==> config.mk <==
export PLATFORM = sky130hd
export DESIGN_NAME = div_controller
export DESIGN_NICKNAME = d
export VERILOG_FILES = /design/src/rtl/div_controller.sv
export SDC_FILE = /design/constraint.sdc
export NUM_CORES = 1
export LEC_CHECK = 0
export CAP_MARGIN = 20
export CORE_ASPECT_RATIO = 0.8
export CORE_MARGIN = 1
export CORE_UTILIZATION = 40
export DETAILED_ROUTE_END_ITERATION = 6
export GPL_ROUTABILITY_DRIVEN = 1
export PLACE_DENSITY = 0.76
export SKIP_CTS_REPAIR_TIMING = 1
export SYNTH_ARGS = -nofsm -noshare
export SYNTH_HDL_FRONTEND = slang
export SYNTH_SLANG_ARGS = --single-unit
==> constraint.sdc <==
create_clock -name clk -period 1.7 [get_ports clk]
set_input_delay 0.17 -clock clk [delete_from_list [all_inputs] [get_ports clk]]
set_output_delay 0.17 -clock clk [all_outputs]
set_load 0.03 [all_outputs]
==> src/rtl/div_controller.sv <==
// div_controller: control FSM for a repeated-subtraction divider.
// Sequences clear, operand loads and subtract iterations of an external
// datapath (A/B registers, subtractor, quotient counter). Flags divide-by-zero
// and keeps its own count of subtract iterations. Supports abort and a
// synchronous clear.
module div_controller #(
  parameter int W = 8
) (
  input  logic         clk,
  input  logic         clear,
  input  logic         start,
  input  logic         abort,
  input  logic [W-1:0] data,
  input  logic         cmp,
  output logic         dp_clear,
  output logic         ldA,
  output logic         ldB,
  output logic         sel,
  output logic         upQ,
  output logic         ready,
  output logic         busy,
  output logic         done,
  output logic         err,
  output logic [W-1:0] iter_cnt
);

  typedef enum logic [2:0] {
    IDLE,
    CLR,
    LOAD_A,
    LOAD_B,
    SUB,
    DONE
  } state_t;

  state_t         state_q, state_d;
  logic [W-1:0]   iter_cnt_q, iter_cnt_d;
  logic           zero_q, zero_d;

  // State, iteration counter and zero-divisor flag registers.
  always_ff @(posedge clk) begin
    if (clear) begin
      state_q    <= IDLE;
      iter_cnt_q <= '0;
      zero_q     <= 1'b0;
    end else begin
      state_q    <= state_d;
      iter_cnt_q <= iter_cnt_d;
      zero_q     <= zero_d;
    end
  end

  // Next-state and datapath strobes; abort and clear override the normal decode.
  always_comb begin
    state_d    = state_q;
    iter_cnt_d = iter_cnt_q;
    zero_d     = zero_q;
    dp_clear   = 1'b0;
    ldA        = 1'b0;
    ldB        = 1'b0;
    sel        = 1'b0;
    upQ        = 1'b0;
    done       = 1'b0;
    err        = 1'b0;
    ready      = (state_q == IDLE);
    busy       = (state_q == CLR) || (state_q == LOAD_A) ||
                 (state_q == LOAD_B) || (state_q == SUB);

    case (state_q)
      IDLE: begin
        if (start) state_d = CLR;
      end
      CLR: begin
        dp_clear   = 1'b1;
        iter_cnt_d = '0;
        state_d    = LOAD_A;
      end
      LOAD_A: begin
        ldA     = 1'b1;
        sel     = 1'b0;
        state_d = LOAD_B;
      end
      LOAD_B: begin
        ldB = 1'b1;
        if (data == '0) begin
          zero_d  = 1'b1;
          state_d = DONE;
        end else begin
          state_d = SUB;
        end
      end
      SUB: begin
        if (!cmp) begin
          ldA        = 1'b1;
          sel        = 1'b1;
          upQ        = 1'b1;
          iter_cnt_d = iter_cnt_q + W'(1);
        end else begin
          state_d = DONE;
        end
      end
      DONE: begin
        done    = 1'b1;
        err     = zero_q;
        zero_d  = 1'b0;
        state_d = IDLE;
      end
      default: begin
        state_d = IDLE;
      end
    endcase

    // Abort only matters while busy: drop to IDLE and wipe the datapath,
    // leaving the iteration count as it stood.
    if (abort && busy) begin
      state_d    = IDLE;
      dp_clear   = 1'b1;
      ldA        = 1'b0;
      ldB        = 1'b0;
      sel        = 1'b0;
      upQ        = 1'b0;
      iter_cnt_d = iter_cnt_q;
      zero_d     = 1'b0;
    end

    // Clear holds the datapath in reset and silences every other strobe.
    if (clear) begin
      state_d    = IDLE;
      iter_cnt_d = '0;
      zero_d     = 1'b0;
      dp_clear   = 1'b1;
      ldA        = 1'b0;
      ldB        = 1'b0;
      sel        = 1'b0;
      upQ        = 1'b0;
      busy       = 1'b0;
      done       = 1'b0;
      err        = 1'b0;
    end
  end

  assign iter_cnt = iter_cnt_q;

endmodule
* Yosys cells after proc, flatten, opt, wreduce, memory -nomap -nowiden *
Index checks and enable logic that the tools add are counted.

operators by class
  add/subtract/negate cells = 1
  equality and inequality tests = 9
  mux-type cells = 26
  bitwise logic cells = 1
  reduce and logical (&&, ||, !) cells = 12

operators with widths
  cell                   count
  $mux W1                19
  $pmux W8 S2            1
  $pmux W3 S5            1
  $add A8 B1 Y8 const B  1
  $logic_not A8 Y1       1
  $mux W8                1
  $eq A3 B2 Y1 const B   2
  $eq A3 B3 Y1 const B   2
  $mux W3                2
  $ne A2 B2 Y1 const B   3
  $pmux W1 S2            2
  $reduce_and A2 Y1      2
  $reduce_bool A2 Y1     2
  $eq A3 B1 Y1 const B   1
  $logic_not A3 Y1       1
  $logic_or A1 B1 Y1     3
  $reduce_and A3 Y1      1
  $ne A2 B1 Y1 const B   1
  $reduce_or A2 Y1       1
  $logic_and A1 B1 Y1    1
  $not A1 Y1             1

word-level totals
  flip-flop bits (word level) = 12
  output and inout port bits = 17
  word-level logic and storage cells = 52

* Longest topological paths before layout *
  depth in word-level cells = 7
  mapped depth = 6

* Worst setup path before layout *
OpenSTA, ideal clock, no wires.

  path kind = reg2out
  start = register state_q[0]
  end = output port upQ
  arrival time = 2.354 ns
  required time = 1.530 ns
  path slack = -0.824 ns
  stages on the path, launching flop included = 7
  path buffers = 2
  cell sequence = dfxtp_1 buf_4 nor2_2 xnor2_1 a21o_1 nor4b_1 buf_4

between the ends
  cells in the longest elaborated chain, start to end = 7
  elaborated cells between the ends (all ways) = 11
  classes of those cells = eq/ne: 4; mux: 3; reduce/logical: 4

RTL lines
  element                                              RTL line  RTL
  start: declaration                                   36        state_t state_q, state_d;
  start signal: assignment                             47        state_q <= state_d;
  $eq A3 B1 Y1 / $eq A3 B2 Y1 (equally long branches)  66        busy = (state_q == CLR) || (state_q == LOAD_A) ||
  $logic_or A1 B1 Y1 (2 in series)                     66
  $logic_or A1 B1 Y1                                   67        (state_q == LOAD_B) || (state_q == SUB);
  $logic_and A1 B1 Y1                                  115       if (abort && busy) begin
  $mux W1 (*) (2 in series)                            n/a
  end: declaration                                     19        output logic upQ,

Mark *: on every way between the ends. The rest lies on a longest branch, timed or not.

* Worst setup path in the final report *
  start = register state_q[0]
  end = output port sel

between the ends
  cells in the longest elaborated chain, start to end = 7
  elaborated cells between the ends (all ways) = 11
  classes of those cells = eq/ne: 4; mux: 3; reduce/logical: 4

RTL lines
  element                                              RTL line  RTL
  $eq A3 B1 Y1 / $eq A3 B2 Y1 (equally long branches)  66
  $logic_or A1 B1 Y1 (2 in series)                     66
  $logic_or A1 B1 Y1                                   67
  $logic_and A1 B1 Y1                                  115
  $mux W1 (*)                                          115
  $mux W1 (*)                                          127       if (clear) begin
  end: declaration                                     18        output logic sel,

Marks and branches as above.

==> results.json <==
{
  "status": "finished, violations left",
  "violations": "negative setup slack",
  "routed_wl_um": 1950,
  "grt_pass1_vias": 624,
  "hold_viol_final": 0,
  "synth_ff_type": "dfxtp_1",
  "dp_hpwl_um": 1360,
  "finalSetupViolCount": 2,
  "syn_inst": 83,
  "insertion_delay_ns": 0.28,
  "core_region_area_mm2": 0.00164,
  "rsz0062_at_grt": "yes",
  "htree_levels": 1,
  "clockBufferDepth": 2,
  "yosys_warnings": 0,
  "cap_viol_max_count": 0,
  "ys_top_cells_by_area": "dfxtp_1 34%, xor2_1 6.2%, nor2_1 5.3%",
  "cts-root-buf": "clkbuf_4",
  "io_buffers": 29,
  "synthesis.area_um2": 703,
  "cp_max_fo": 6,
  "antenna_found_initial": 0,
  "final_layout_size_suffix_gt1_frac": 0.289,
  "grt_overflow_total": 0,
  "post-route-drc-count": 0,
  "wl_per_cell_um": 13.6,
  "tritoncts": "yes",
  "final_net_count": 136,
  "cp-start-kind": "flip-flop",
  "gp_congestion": 0.740,
  "fmax_ghz": 0.579,
  "syn2layout_area_growth_pct": 61.4,
  "initial_core_util": 0.428,
  "path_class": "reg -> out",
  "synth_nets": 97,
  "die_h_um": 39.5,
  "die_w_um": 48.9,
  "power_mw": 0.816,
  "report.final.slew_viol_count": 0,
  "placed_area_mm2": 0.00105,
  "placed_cells": 138,
  "cts_inserted_buffers": 3,
  "ir_drop_mv": 0.474,
  "synth_edf_count": 0,
  "hold_path.class": "reg -> reg",
  "timing.hold.ws_ns": 0.459,
  "fin_cells": 143,
  "grt_pass1_wl_um": 2700,
  "n_antenna_cell": 0,
  "power_density_mw_per_mm2": 719,
  "grt_use_total": 0.191,
  "synth_top_area_frac": 0.342,
  "finClkSkew_ns": 0.00514,
  "synth_top_area_cell": "dfxtp_1",
  "drt-vias-per-instance": 5.26,
  "final_cell_area_mm2": 0.00113,
  "synth.distinct_cells": 32,
  "syn_area_per_cell_um2": 8.47,
  "ioPinCount": 30,
  "cp.arrival_ns": 1.56,
  "dieArea_mm2": 0.00193,
  "cts.clk_slew.worst_paths_ns": 0.09,
  "first_iter_violations": 20,
  "leakage_nw": 0.440,
  "cp_data_required_time_ns": 1.53,
  "rows": 13,
  "post-place-ws_ns": 0.0807,
  "finalSetupTns_ns": -0.0513,
  "clkSinkCount": 12,
  "seq_area_frac_synth": 0.342,
  "fin_crit_sh": 1.02,
  "layout_common_cells": "20 x clkdlybuf4s50_1, 15 x buf_4, 9 x nor2_1, 9 x dfxtp_1, 6 x a21oi_1",
  "synth-async-reset-ratio": 0,
  "synth-seq-cells": 12,
  "worst-slew-pin-transition_ns": 0.412,
  "final_common_cell": "clkdlybuf4s50_1",
  "slew_headroom": 0.723,
  "utilization": 0.691,
  "antenna_left": 0,
  "first_pass_iters": 4,
  "vias": 752,
  "finalWorstSetupSlack_ns": -0.0259,
  "endpoint_kind": "output pin",
  "grt_max_degree": 10,
  "fin_crit_ns": 1.73
}
[power breakdown]
group          internal [mW]  switching, mW  leakage, nW
logic                  0.127          0.133        0.320
clock network          0.130          0.113       0.0210
registers              0.293         0.0191       0.0989
total                  0.551          0.266        0.440
[logic make-up after synthesis]
| group | share of synthesized area |
|---|---|
| flip-flops | 0.342 |
| multiplexers | 0.0142 |
| XOR/XNOR | 0.0872 |
| AND/OR/NAND/NOR | 0.324 |
| AO/OA/AOI/OAI | 0.167 |
| buffers and inverters | 0.0480 |
| adder cells (fa/ha/maj) | 0.0178 |
[synth_stat cells (all sizes together), types with 3 or more instances]
library cell,number
a21oi,6
o211ai,3
nor3,4
dfxtp,12
xor2,5
buf,4
or3,3
and2,4
o21ai,5
nor2,11
[area by class of cell]
type	count	area, um^2
sequential	12	249
fill	137	508
multi-input combinational	65	467
timing repair buffer	38	348
clock buffer	4	36.3
tap	22	27.5
inverter	2	7.51
[critical path: stages, from the launching register on]
cell and delay, ns:
dfxtp_2 0.40, nor2_4 0.06, xnor2_2 0.13, a21o_4 0.23, nor4b_4 0.27, buf_6 0.18
[registers in the layout (all words and copies together) (netlist names)]
name / cells
iter_cnt: 8
state_q: 3
zero_q: 1
[layer usage]
layer / vias to the layer above / track usage / share of wire
li1: 373 / - / -
met2: 35 / 0.306 / 0.46
met5: - / 0 / 0
met1: 344 / 0.263 / 0.49
met3: 0 / 0.0233 / 0.048
met4: 0 / 0.0809 / 0
[worst paths after layout]
kind,from,endpoint,slack [ns],cells past startpoint
max,state_q[0],sel,-0.03,5
min,zero_q,zero_q,0.46,2
max reg2reg,state_q[2],iter_cnt[7],0.13,6
min reg2reg,zero_q,zero_q,0.46,2
(Power assumes the default switching activity.)
